[config.mk]
export PLATFORM = sky130hd
export DESIGN_NAME = gpio_irq_arbiter
export DESIGN_NICKNAME = d
export VERILOG_FILES = /design/src/rtl/gpio_irq_pkg.sv /design/src/rtl/gpio_edge_detect.sv /design/src/rtl/gpio_irq_arbiter.sv
export SDC_FILE = /design/constraint.sdc
export NUM_CORES = 1
export LEC_CHECK = 0
export CAP_MARGIN = 15
export CORE_MARGIN = 2
export CORE_UTILIZATION = 55
export CTS_CLUSTER_DIAMETER = 120
export DETAILED_ROUTE_END_ITERATION = 8
export PLACE_DENSITY = 0.77
export RECOVER_POWER = 100
export SLEW_MARGIN = 5
export SYNTH_ARGS = -nofsm -noshare
export SYNTH_HDL_FRONTEND = slang
export SYNTH_HIERARCHICAL = 1
export SYNTH_SLANG_ARGS = --single-unit
[constraint.sdc]
create_clock -name clk -period 2.81 [get_ports clk]
set_clock_uncertainty 0.15 [all_clocks]
set_input_delay 0.281 -clock clk [delete_from_list [all_inputs] [get_ports clk]]
set_output_delay 0.281 -clock clk [all_outputs]
set_load 0.03 [all_outputs]
[src/rtl/gpio_irq_pkg.sv]
// Shared types, register map and index helpers for the GPIO interrupt arbiter.
// Optional input filter is enabled with the GPIO_IRQ_DEBOUNCE_EN macro.
package gpio_irq_pkg;

    localparam int unsigned NUM_GPIO        = 72;
    localparam int unsigned BANK_W          = 32;
    localparam int unsigned NUM_BANKS       = (NUM_GPIO + BANK_W - 1) / BANK_W;
    localparam int unsigned IRQ_ID_BASE     = 3;
    localparam int unsigned SYNC_STAGES     = 2;
    localparam int unsigned DEBOUNCE_CYCLES = 4;

    localparam int unsigned ADDR_W  = 4;
    localparam int unsigned DATA_W  = 32;
    localparam int unsigned ID_W    = 5;
    localparam int unsigned GRANT_W = 2;
    localparam int unsigned BIT_W   = $clog2(BANK_W);

    localparam logic [ADDR_W-1:0] ADDR_PEND0  = 4'h0;
    localparam logic [ADDR_W-1:0] ADDR_PEND1  = 4'h1;
    localparam logic [ADDR_W-1:0] ADDR_PEND2  = 4'h2;
    localparam logic [ADDR_W-1:0] ADDR_EN0    = 4'h4;
    localparam logic [ADDR_W-1:0] ADDR_EN1    = 4'h5;
    localparam logic [ADDR_W-1:0] ADDR_EN2    = 4'h6;
    localparam logic [ADDR_W-1:0] ADDR_STATUS = 4'h8;

    typedef enum logic [1:0] {
        IDLE    = 2'd0,
        ASSERT  = 2'd1,
        SERVICE = 2'd2
    } irq_state_t;

    // Bank holding a given gpio
    function automatic logic [GRANT_W-1:0] gpio_bank(input int unsigned idx);
        return GRANT_W'(idx / BANK_W);
    endfunction

    // Bit position of a given gpio inside its bank
    function automatic logic [BIT_W-1:0] gpio_bit(input int unsigned idx);
        return BIT_W'(idx % BANK_W);
    endfunction

    // Bits of a bank that map onto real gpio lines
    function automatic logic [BANK_W-1:0] bank_mask(input int unsigned bank);
        logic [BANK_W-1:0] m;
        m = '0;
        for (int unsigned j = 0; j < BANK_W; j++) begin
            if (bank * BANK_W + j < NUM_GPIO) m[j] = 1'b1;
        end
        return m;
    endfunction

    // Next bank in round-robin order
    function automatic logic [GRANT_W-1:0] bank_inc(input logic [GRANT_W-1:0] b);
        return (b == GRANT_W'(NUM_BANKS - 1)) ? '0 : b + GRANT_W'(1);
    endfunction

endpackage

[src/rtl/gpio_edge_detect.sv]
// Per-pin synchroniser, optional debounce filter and registered rising-edge pulse.
// GPIO_IRQ_DEBOUNCE_EN inserts a DEBOUNCE_CYCLES stability filter before edge detection.
module gpio_edge_detect
    import gpio_irq_pkg::*;
#(
    parameter int unsigned WIDTH  = NUM_GPIO,
    parameter int unsigned STAGES = SYNC_STAGES
) (
    input  logic             clk,
    input  logic             reset,
    input  logic [WIDTH-1:0] pin,
    output logic [WIDTH-1:0] rise
);

    logic [WIDTH-1:0] sync_q [STAGES];
    logic [WIDTH-1:0] level;
    logic [WIDTH-1:0] prev_q;

    // Synchroniser chain for the asynchronous pins
    always_ff @(posedge clk) begin
        if (reset) begin
            for (int unsigned s = 0; s < STAGES; s++) sync_q[s] <= '0;
        end else begin
            sync_q[0] <= pin;
            for (int unsigned s = 1; s < STAGES; s++) sync_q[s] <= sync_q[s-1];
        end
    end

`ifdef GPIO_IRQ_DEBOUNCE_EN
    localparam int unsigned CNT_W = $clog2(DEBOUNCE_CYCLES + 1);

    logic [CNT_W-1:0] cnt_q [WIDTH];
    logic [WIDTH-1:0] filt_q;

    // Filtered level follows the raw level only after it has been stable long enough
    always_ff @(posedge clk) begin
        if (reset) begin
            filt_q <= '0;
            for (int unsigned i = 0; i < WIDTH; i++) cnt_q[i] <= '0;
        end else begin
            for (int unsigned i = 0; i < WIDTH; i++) begin
                if (sync_q[STAGES-1][i] == filt_q[i]) begin
                    cnt_q[i] <= '0;
                end else if (cnt_q[i] == CNT_W'(DEBOUNCE_CYCLES - 1)) begin
                    filt_q[i] <= sync_q[STAGES-1][i];
                    cnt_q[i]  <= '0;
                end else begin
                    cnt_q[i] <= cnt_q[i] + CNT_W'(1);
                end
            end
        end
    end

    assign level = filt_q;
`else
    assign level = sync_q[STAGES-1];
`endif

    // Previous-value register and one-cycle rising-edge pulse
    always_ff @(posedge clk) begin
        if (reset) begin
            prev_q <= '0;
            rise   <= '0;
        end else begin
            prev_q <= level;
            rise   <= level & ~prev_q;
        end
    end

endmodule

[src/rtl/gpio_irq_arbiter.sv]
// Collects GPIO rising edges into pending banks and raises one interrupt per bank,
// arbitrated round-robin. Build option: GPIO_IRQ_DEBOUNCE_EN (input debounce filter).
module gpio_irq_arbiter
    import gpio_irq_pkg::*;
(
    input  logic                clk,
    input  logic                reset,
    input  logic [NUM_GPIO-1:0] gpio_i,
    input  logic                cfg_we,
    input  logic                cfg_re,
    input  logic [ADDR_W-1:0]   cfg_addr,
    input  logic [DATA_W-1:0]   cfg_wdata,
    output logic [DATA_W-1:0]   cfg_rdata,
    output logic                irq_o,
    output logic [ID_W-1:0]     irq_id_o,
    input  logic                irq_ack_i
);

    typedef logic [NUM_BANKS-1:0][BANK_W-1:0] bank_vec_t;

    logic [NUM_GPIO-1:0]  rise;
    bank_vec_t            pend_q, pend_nxt, pend_set;
    bank_vec_t            en_q, en_nxt;
    logic [NUM_BANKS-1:0] wr_pend, wr_en, req;
    logic [DATA_W-1:0]    rdata_c;

    irq_state_t           state_q, state_nxt;
    logic [GRANT_W-1:0]   grant_q, grant_nxt;
    logic [GRANT_W-1:0]   rr_q, rr_nxt;
    logic [GRANT_W-1:0]   pick, cand;
    logic                 found;
    logic                 irq_nxt;
    logic [ID_W-1:0]      irq_id_nxt;
    logic                 holdoff_q, holdoff_nxt;

    gpio_edge_detect #(
        .WIDTH  (NUM_GPIO),
        .STAGES (SYNC_STAGES)
    ) u_edge (
        .clk   (clk),
        .reset (reset),
        .pin   (gpio_i),
        .rise  (rise)
    );

    // Scatter edge pulses into their bank/bit positions
    always_comb begin
        pend_set = '0;
        for (int unsigned i = 0; i < NUM_GPIO; i++) begin
            pend_set[gpio_bank(i)][gpio_bit(i)] = rise[i];
        end
    end

    // Register write decode
    always_comb begin
        wr_pend = '0;
        wr_en   = '0;
        if (cfg_we) begin
            case (cfg_addr)
                ADDR_PEND0: wr_pend[0] = 1'b1;
                ADDR_PEND1: wr_pend[1] = 1'b1;
                ADDR_PEND2: wr_pend[2] = 1'b1;
                ADDR_EN0:   wr_en[0]   = 1'b1;
                ADDR_EN1:   wr_en[1]   = 1'b1;
                ADDR_EN2:   wr_en[2]   = 1'b1;
                default:    ;
            endcase
        end
    end

    // Pending/enable next values; a new edge beats a same-cycle W1C
    always_comb begin
        pend_nxt = pend_q;
        en_nxt   = en_q;
        req      = '0;
        for (int unsigned k = 0; k < NUM_BANKS; k++) begin
            pend_nxt[k] = ((pend_q[k] & ~(wr_pend[k] ? cfg_wdata : '0)) | pend_set[k])
                          & bank_mask(k);
            en_nxt[k]   = wr_en[k] ? (cfg_wdata & bank_mask(k)) : en_q[k];
            req[k]      = |(pend_q[k] & en_q[k]);
        end
    end

    // Pending and enable storage
    always_ff @(posedge clk) begin
        if (reset) begin
            pend_q <= '0;
            en_q   <= '0;
        end else begin
            pend_q <= pend_nxt;
            en_q   <= en_nxt;
        end
    end

    // Register read mux
    always_comb begin
        rdata_c = '0;
        case (cfg_addr)
            ADDR_PEND0:  rdata_c = pend_q[0];
            ADDR_PEND1:  rdata_c = pend_q[1];
            ADDR_PEND2:  rdata_c = pend_q[2];
            ADDR_EN0:    rdata_c = en_q[0];
            ADDR_EN1:    rdata_c = en_q[1];
            ADDR_EN2:    rdata_c = en_q[2];
            ADDR_STATUS: rdata_c = DATA_W'({(state_q != IDLE), grant_q, 2'b00});
            default:     rdata_c = '0;
        endcase
    end

    // Read data register, holds its value between reads
    always_ff @(posedge clk) begin
        if (reset) begin
            cfg_rdata <= '0;
        end else if (cfg_re) begin
            cfg_rdata <= rdata_c;
        end
    end

    // Arbiter next-state and registered irq outputs
    always_comb begin
        state_nxt   = state_q;
        grant_nxt   = grant_q;
        rr_nxt      = rr_q;
        irq_nxt     = irq_o;
        irq_id_nxt  = irq_id_o;
        holdoff_nxt = 1'b0;

        found = 1'b0;
        pick  = rr_q;
        cand  = rr_q;
        for (int unsigned o = 0; o < NUM_BANKS; o++) begin
            if (!found && req[cand]) begin
                found = 1'b1;
                pick  = cand;
            end
            cand = bank_inc(cand);
        end

        case (state_q)
            IDLE: begin
                // holdoff guarantees an idle cycle after a completed service
                if (!holdoff_q && found) begin
                    state_nxt  = ASSERT;
                    grant_nxt  = pick;
                    irq_nxt    = 1'b1;
                    irq_id_nxt = ID_W'(IRQ_ID_BASE) + ID_W'(pick);
                end
            end
            ASSERT: begin
                if (irq_ack_i) begin
                    state_nxt = SERVICE;
                    irq_nxt   = 1'b0;
                end else if (!req[grant_q]) begin
                    // software withdrew the request: retry without moving rr
                    state_nxt = IDLE;
                    irq_nxt   = 1'b0;
                end
            end
            SERVICE: begin
                if (!req[grant_q]) begin
                    state_nxt   = IDLE;
                    rr_nxt      = bank_inc(grant_q);
                    holdoff_nxt = 1'b1;
                end
            end
            default: begin
                state_nxt = IDLE;
                irq_nxt   = 1'b0;
            end
        endcase
    end

    // Arbiter state register
    always_ff @(posedge clk) begin
        if (reset) begin
            state_q   <= IDLE;
            grant_q   <= '0;
            rr_q      <= '0;
            irq_o     <= 1'b0;
            irq_id_o  <= '0;
            holdoff_q <= 1'b0;
        end else begin
            state_q   <= state_nxt;
            grant_q   <= grant_nxt;
            rr_q      <= rr_nxt;
            irq_o     <= irq_nxt;
            irq_id_o  <= irq_id_nxt;
            holdoff_q <= holdoff_nxt;
        end
    end

endmodule

### Word level (Yosys, flattened, before mapping)

Memory sizes are Yosys's and may differ from the RTL's.
Cells that the tools add are included.

* memory bits (writable): 144
* logic and storage cells: 113
* bits in registers: 333
* memories kept: 1
* bits of input ports: 113

Memories
* u_edge.sync_q: words 2, width 72, rd ports 2, clocked after Yosys merged registers in 0, write ports 2, RTL line gpio_edge_detect.sv:15 `logic [WIDTH-1:0] sync_q [STAGES];`

* $lt $le $gt $ge: 4
* muxes and demuxes: 42
* bitwise logic cells: 18
* add/subtract/negate cells: 4
* reductions and logical operators: 16
* eq/ne operators: 13

Operators by type and width (number)
* 32-bit case mux with 7 select lines: 1
* 72-bit 2-to-1 mux: 2
* 32-bit bitwise AND: 4
* 32-bit OR reduction: 3
* 72-bit bitwise AND: 1
* 72-bit NOT: 1
* 32-bit 2-to-1 mux: 2
* 32-bit NOT: 2
* 32-bit bitwise OR: 2
* 1-bit 2-to-1 mux: 20
* 8-bit bitwise AND: 2
* 2-bit 2-to-1 mux: 8
* 4-bit by 3-bit == test with 1-bit output, second input constant: 3
* 2-bit by 3-bit less-than comparator with 1-bit output, second input constant: 4
* 1-bit binary-select mux with 2-bit select: 4
* 2-bit == test, second input constant: 4
* 8-bit 2-to-1 mux: 1
* 8-bit NOT: 1
* 8-bit bitwise OR: 1
* 2-bit by 1-bit adder with 2-bit output, second input constant: 3
* 3-bit 2-to-1 mux: 2
* 2-bit case mux with 3 select lines: 1
* 4-bit by 1-bit == test with 1-bit output, second input constant: 1
* 4-bit by 2-bit == test with 1-bit output, second input constant: 1
* 16 further kinds: 23

### Depth between registers and ports, before layout

Gate-level depths: netlist (run 1).

* depth in word-level cells: 14
* gate-level depth with buffers: 8
* mapped depth without buffers: 7

### Hierarchy

The synthesis (run 1) kept the hierarchy.

Modules (own cells, without submodules)
* gpio_edge_detect: times used 1, cells an instance 608, seq. area each 5765.5 um^2, area each 8230.4 um^2
* gpio_irq_arbiter: times used 1, cells an instance 975, seq. area each 3743.6 um^2, area each 7698.6 um^2

### Worst setup path before layout (run 1)

OpenSTA, ideal clock, no wires.

* kind: reg2reg
* start point: reg pend_q[6] (netlist name)
* end point: reg irq_id_o[1]
* clock period less this slack: 2150 ps
* path buffers: 0
* arrival time: 1914 ps
* slack: 660 ps
* data required time: 2574 ps
* stages on the path, launching flop included: 8
* path through: dfxtp_1 a22oi_1 nand4_1 nor4_4 o21ai_0 o211a_1 ha_1 a211oi_1

* cells in the longest elaborated chain, start to end: 13
* elaborated cells on any way between the ends: 20

RTL lines
* start, declared: RTL line gpio_irq_arbiter.sv:22 `bank_vec_t pend_q, pend_nxt, pend_set;`
* start signal, assigned: RTL line gpio_irq_arbiter.sv:90 `pend_q <= pend_nxt;`
* 32-bit bitwise AND (*): RTL line gpio_irq_arbiter.sv:80 `req[k] = |(pend_q[k] & en_q[k]);`
* 32-bit OR reduction (*): RTL line gpio_irq_arbiter.sv:80
* parallel branches: the longest is 11 deep, another holds 2-bit by 2-bit adder with 3-bit output
* end signal, assigned: RTL line gpio_irq_arbiter.sv:187 `irq_id_o <= irq_id_nxt;`
* end, declared: RTL line gpio_irq_arbiter.sv:15 `output logic [ID_W-1:0] irq_id_o,`

Mark *: on every way between the ends. The select of a mux whose other input is x is not followed.
A chain may end at the register's enable or synchronous reset.

### Worst setup path after layout (run 1)

* start point: reg pend_q[48] (netlist name)
* end point: reg irq_id_o[1]

Same word-level chain as after synthesis.

==> results of run 1 <==
## critical path, cell delays in order (launching register included)
cell and delay [ps]:
dfxtp_1 340, a22oi_1 320, nand4_1 220, nor4_1 500, buf_4 250, nand2b_1 60
o22a_1 220, ha_1 280, a211oi_1 180
## power breakdown
part	internal [mW]	total (mW)	switching, mW	leakage, nW
Combinational	0.316	0.663	0.346	2.22
Sequential	6.95	7.06	0.119	3.88
Clock	3.53	6.02	2.49	0.729
## registers in the layout, summed over array words and instances, names as in the netlist
signal and count:
u_edge/sync_q 144, en_q 72, pend_q 72, u_edge/prev_q 72, u_edge/rise 72, cfg_rdata 32
irq_id_o 3, grant_q 2, rr_q 2, state_q 2, holdoff_q 1, irq_o 1
## synth_stat cells, types with 2 or more instances
| cell type | instances | area share |
|---|---|---|
| nor3b_2 | 70 | 0.055 |
| nor3b_1 | 3 | 0.0014 |
| nor4bb_1 | 2 | 0.0013 |
| o21a_1 | 2 | 0.00094 |
| nor4_4 | 2 | 0.0027 |
| buf_2 | 36 | 0.011 |
| dfxtp_1 | 475 | 0.60 |
| buf_4 | 2 | 0.00094 |
| nand2_1 | 213 | 0.050 |
| clkbuf_1 | 54 | 0.013 |
| nor3_1 | 3 | 0.00094 |
| o21ai_0 | 4 | 0.0013 |
| nand2b_1 | 2 | 0.00079 |
| nand3_1 | 8 | 0.0025 |
| a22oi_1 | 104 | 0.049 |
| nor2_1 | 108 | 0.025 |
| a222oi_1 | 2 | 0.0013 |
| nor2b_1 | 216 | 0.085 |
| and2_1 | 2 | 0.00079 |
| and2_0 | 3 | 0.0012 |
| a211oi_1 | 2 | 0.00094 |
| buf_1 | 2 | 0.00047 |
| inv_1 | 5 | 0.0012 |
| o211ai_1 | 2 | 0.00094 |
| a31oi_1 | 11 | 0.0043 |
| nor4b_2 | 3 | 0.0028 |
| a21oi_1 | 207 | 0.065 |
| buf_6 | 10 | 0.0071 |
| or3_1 | 2 | 0.00079 |
| nand4_1 | 8 | 0.0031 |
## cell type report
type	count	area, um2
Timing Repair Buffer	187	1830
Multi-Input combinational cell	999	5510
Clock buffer	67	1310
Tap cell	384	480
Sequential cell	475	9510
Clock inverter	14	188
Inverter	5	18.8
Fill cell	2229	9780
## through the flow
step,worst slack (ps),power [mW],utilization,cells
after floorplan,660,7.55,-,1584
after detailed placement,209,7.91,0.624,2050
after CTS,305,13.9,0.677,2131
after global routing,127,14.2,0.658,2131
final,205,13.7,0.658,2131
after global placement,277,7.89,0.624,2050
## worst max-delay path by stage
stage                            from     endpoint  depth (start not counted)
final                      pend_q[48]  irq_id_o[1]                          8
after global routing      cfg_addr[0]     en_q[25]                          8
after CTS                   pend_q[6]  irq_id_o[1]                          8
after detailed placement  cfg_addr[1]     en_q[55]                          7
after global placement    cfg_addr[1]     en_q[57]                          7
after floorplan             pend_q[6]  irq_id_o[1]                          7
## logic make-up after synthesis
| logic type | Yosys count | share of synthesized area |
|---|---|---|
| DFF | 475 | 0.597 |
| AOI/OAI and AO/OA | 344 | 0.130 |
| buffers and inverters | 110 | 0.0340 |
| other | 1 | 0.000235 |
| adders and majority gates | 1 | 0.000785 |
| and+or+nand+nor | 652 | 0.238 |
## layer usage
layer | global-route usage | part of all wire | vias up
met1 | 0.350 | 0.46 | 5383
met3 | 0.0521 | 0.081 | 89
met4 | 0.0868 | 0.032 | 0
met5 | 0 | 0 | -
li1 | - | - | 5586
met2 | 0.376 | 0.43 | 514
==> key figures, run 1 <==
Status
  • Status: finished with violations
  • Failing checks: max-capacitance violations, max-slew violations

Worst setup path
  • Kind of critical path: reg -> reg
  • Nature of the critical path endpoint: flip-flop
  • RR Startpoint: pend_q[48]
  • Crit-path max FO: 7
  • CP startpoint kind: flip-flop
  • WP data arrival: 2920 ps
  • Worst r2r dst: irq_id_o[1]
  • Worst reg2reg setup slack: a little over 200 ps
  • Worst endpoint required time: about 3100 ps
  • R2R cell count: 8

Cells and area
  • Final nets: roughly 1800
  • Most frequent cells in the layout: dfxtp_1, nor2b_1, nand2_1, a21oi_1, clkdlybuf4s50_1
  • Design area: around 19000 um2
  • Most common cell after layout, fill and taps aside: dfxtp_1
  • Area Growth Syn to Fin: 18.3%
  • N_diodes: 0
  • Layout cells sized above 1: 0.0658

Floorplan
  • Die Wd: about 170 um
  • Die ar.: about 30000 um2
  • Row count: 62
  • Ports: between 150 and 200
  • Die H: 174 um
  • Initial Utilization: 0.556
  • Core Area: about 29000 um2

Drt
  • Antenna Nets Post-Route: 0
  • DRC: 0
  • Via/cell ratio: roughly 5.4
  • Initial DRC count: 964
  • Routed wire length: around 38 mm
  • Routed len/inst: ~18 um
  • Pre-antenna DRT Iters: 8
  • Vias: 11572

Clock network
  • H-tree depth: 2
  • CTS clk-pin slew, worst paths: 60 ps
  • Post-CTS Hold Buffers: 0
  • Post-CTS setup buffer count: 0
  • Later-pin clock latency in the skew report: 550 ps
  • CTS tree: yes
  • Root buffer cell: clkbuf_16
  • Number of CTS-inserted buffers: 46
  • Clk sinks: ~480
  • CTS max path bufs: 3
  • Post-CTS Resized: 0

Timing
  • Peak Freq: 0.384 GHz
  • Tmin final: 2610 ps
  • Final worst-path cycle share: 0.927
  • Worst relative slew slack: -0.263
  • Final Slew Violations: 88
  • RSZ-0062 raised after global routing: no
  • Worst slew pin tran: between 1500 and 2000 ps
  • # setup viols final: 0
  • Hold slack final: roughly 130 ps
  • Hold Vio Cnt, Final: 0
  • Setup TNS: 0 ps

Global route
  • First-pass GRT wire length: approximately 60 mm
  • Initial antenna violation count: 0
  • Largest net degree at the start of global routing: 91
  • Vias in the first global route: 10928
  • Global route overflow: 0
  • GR Util All Layers: 0.248

Synthesis
  • Primary FF master, synth: dfxtp_1
  • Asr flop ratio synth: 0
  • Yosys reg bits: roughly 480
  • Synth Cell Area: between 15000 and 20000 um2
  • Cell count after synthesis: between 1500 and 2000
  • Yosys cell types: 50
  • Syn avg cell area: just over 10 um2
  • Seq/Total Area, Yosys: 0.597
  • YS warnings: 6
  • Post-synth EDFFs: 0

Run
  • Max Cap Viol: 1

Min path
  • Hold Path Class: in -> reg
  • Min-delay src: gpio_i[71]
  • Worst hold stages: 2
  • Hold Path Sink: u_edge/sync_q[0][71]

Power
  • Max VDD drop: ~0.00046 V
  • Power density cells: 730 nW/um2
  • Static Leak: between 6 and 7 nW

Placement
  • Port buffer count: ~150
  • DP Area: 17900 um2
  • Final HPWL DP: around 26 mm
  • Routability Congestion: about 0.91
Note: power is estimated with default switching activity, not from simulation.
==> inputs of run 2 (changes only) <==
--- a/config.mk
+++ b/config.mk
@@ -6,7 +6,6 @@
 export NUM_CORES = 1
 export LEC_CHECK = 0
 export CAP_MARGIN = 15
-export CORE_MARGIN = 2
 export CORE_UTILIZATION = 55
 export CTS_CLUSTER_DIAMETER = 120
 export DETAILED_ROUTE_END_ITERATION = 8
@@ -15,5 +14,4 @@
 export SLEW_MARGIN = 5
 export SYNTH_ARGS = -nofsm -noshare
 export SYNTH_HDL_FRONTEND = slang
-export SYNTH_HIERARCHICAL = 1
 export SYNTH_SLANG_ARGS = --single-unit
==> key figures, run 2 <==
Status
  • Status: finished, final reports clean

Clock network
  • Clk sinks: 475 (unchanged)
  • CTS max path bufs: 3 (unchanged)
  • CTS clk-pin slew, worst paths: 60 ps (about the same)
  • H-tree depth: 2 (unchanged)
  • Later-pin clock latency in the skew report: 550 ps (about the same)
  • Post-CTS Resized: 0 (unchanged)
  • CTS tree: yes
  • Number of CTS-inserted buffers: 46 (unchanged)
  • Root buffer cell: clkbuf_16

Timing
  • Peak Freq: 0.383 GHz (-0.34%)
  • Fin worst setup slack: 196 ps (-8.93 ps)
  • RSZ-0062 raised after global routing: no
  • Setup TNS: 0 ps (unchanged)
  • Worst relative slew slack: 0.288 (+0.551)
  • Final Slew Violations: 0 (-100%)
  • Tmin final: 2610 ps (+8.93 ps)
  • Hold Vio Cnt, Final: 0 (unchanged)
  • # setup viols final: 0 (unchanged)
  • Worst slew pin tran: 1070 ps (-826 ps)
  • Final worst-path cycle share: 0.930 (+0.00318)

Run
  • Max Cap Viol: 0 (-1)

Synthesis
  • Seq/Total Area, Yosys: 0.619 (+0.0224)
  • Count leader, synth: dfxtp_1
  • Largest area contributor in the netlist: dfxtp_1
  • Primary FF master, synth: dfxtp_1
  • Share of the synthesized area in the top cell type: 0.619 (+0.0224)
  • Synth area leaders: dfxtp_1, nor2b_1, a21oi_1, nand2_1, a22oi_1
  • Cell count after synthesis: 1574 (-0.57%)
  • Commonest cells post-synth: dfxtp_1, nor2b_1, nand2_1
  • Syn avg cell area: 9.75 um2 (-3.1%)
  • Yosys cell types: 48 (-4.0%)
  • Asr flop ratio synth: 0 (unchanged)
  • Post-synth EDFFs: 0 (unchanged)
  • Synth Cell Area: 15400 um2 (-3.6%)
  • YS warnings: 0 (-6)
  • Yosys reg bits: 475 (unchanged)

Placement
  • Final HPWL DP: 25.7 mm (+0.71%)
  • Setup WS pre-CTS: 164 ps (-45.3 ps)
  • Routability Congestion: 0.888 (-2.7%)
  • DP Area: 17400 um2 (-2.6%)
  • Port buffer count: 148 (unchanged)

Floorplan
  • Row count: 60 (-3.2%)
  • Initial Utilization: 0.565 (+0.00844)
  • Die ar.: 28600 um2 (-5.8%)
  • Core Area: 27200 um2 (-5.1%)
  • Die H: 169 um (-2.9%)
  • Ports: 151 (unchanged)
  • Die Wd: 169 um (-2.9%)

Cells and area
  • Filler instances: 2143 (-3.9%)
  • Most frequent cells in the layout: dfxtp_1, nor2b_1, nand2_1, a21oi_1
  • Most common cell after layout, fill and taps aside: dfxtp_1
  • Area Growth Syn to Fin: 22.3%
  • Biggest register: u_edge.sync_q
  • Layout cells sized above 1: 0.0640 (-0.00186)
  • Max reg flops: 144 (unchanged)
  • N_diodes: 0 (unchanged)
  • Design area: 18800 um2 (-0.34%)
  • Final nets: 1832 (+0.22%)

Worst setup path
  • Crit-path max FO: 8 (+1)
  • Worst endpoint required time: 3050 ps (-70 ps)
  • CP startpoint kind: input port
  • Kind of critical path: in -> reg
  • WP data arrival: 2850 ps (-70 ps)
  • Nature of the critical path endpoint: flip-flop

Drt
  • Initial DRC count: 1111 (+15%)
  • Antenna Nets Post-Route: 0 (unchanged)
  • Routed len/inst: 17.5 um (-1.6%)
  • Via/cell ratio: 5.34 (-1.6%)
  • Pre-antenna DRT Iters: 5 (-3)
  • Vias: 11344 (-2.0%)
  • Routed wire length: 37.3 mm (-2.0%)
  • DRC: 0 (unchanged)

Power
  • Static Leak: 6.99 nW (+2.5%)
  • Max VDD drop: 0.000519 V (+12%)
  • Power density cells: 742 nW/um2 (+1.7%)

Global route
  • Vias in the first global route: 10615 (-2.9%)
  • Largest net degree at the start of global routing: 109 (+20%)
  • Global route overflow: 0 (unchanged)
  • First-pass GRT wire length: 58.1 mm (-3.3%)
  • GR Util All Layers: 0.262 (+0.0145)
  • Initial antenna violation count: 0 (unchanged)

Min path
  • Hold Path Class: in -> reg
==> run 2: cell count changes after synthesis <==
cell | before | now
buf_6 | 10 | 0
buf_1 | 2 | 4
clkbuf_1 | 54 | 75
nor3b_1 | 3 | 1
nor2b_1 | 216 | 288
nor3b_2 | 70 | 0
buf_2 | 36 | 14
==> run 2: through the flow <==
step	utilization	std cells	power, mW	hold WS (ps)
6_report	0.691	2123	13.9	130
5_1_grt	0.691	2123	14.4	127
4_1_cts	0.698	2123	14.0	114
3_5_place_dp	0.640	2041	7.86	221
3_3_place_gp	0.640	2041	7.84	221
2_1_floorplan	-	1575	7.49	217
==> run 2: layout make-up <==
type                       count  area [um2]  area share
clock inverter                18         278      0.0148
clock buffer                  63        1270      0.0679
multi-input combinational    999        5440       0.290
inverter                       5        18.8    0.000999
sequential                   475        9510       0.506
tap                          372         465      0.0248
timing repair buffer         191        1800      0.0958
==> run 2: power by group <==
| part | internal, mW | switching [mW] |
|---|---|---|
| clock | 3.74 | 2.50 |
| sequential | 6.94 | 0.106 |
| combinational | 0.305 | 0.335 |
| total | 11.0 | 2.94 |
==> run 2: critical path, stage by stage <==
cell,delay [ps]
dlygate4sd3_1,670
nor4b_2,770
and2_0,320
clkbuf_1,350
nand2_1,130
a21oi_1,250
nor2_1,70
==> run 2: path summary, 6_finish.rpt <==
check / startpoint / end / slack, ps / cells past startpoint
setup / recovery: cfg_addr[1] / pend_q[52] / 200 / 7
hold / removal: gpio_i[3] / u_edge.sync_q[0][3] / 130 / 2
setup reg to reg: en_q[6] / irq_id_o[1] / 230 / 8
hold reg to reg: u_edge.prev_q[59] / u_edge.rise[59] / 220 / 1
==> run 2: cell families after synthesis <==
kind of cell    count (synthesis)  synth area share
fa+ha+maj                       1          0.000815
flops                         475             0.619
other cells                     1          0.000244
buf+inv                       101            0.0264
compound gates                344             0.135
simple gates                  652             0.218
==> run 2: timing repair <==
| action | in CTS | in global routing |
|---|---|---|
| hold endpoints to repair | 37 | 0 |
| hold buffers | 1 | 0 |
| buffers inserted | 0 | 0 |
==> run 2: per-layer routing <==
metal  GRT usage  part of all wire
met1       0.364              0.44
met2       0.405              0.45
met3      0.0620             0.093
met4      0.0807             0.024
met5           0                 0
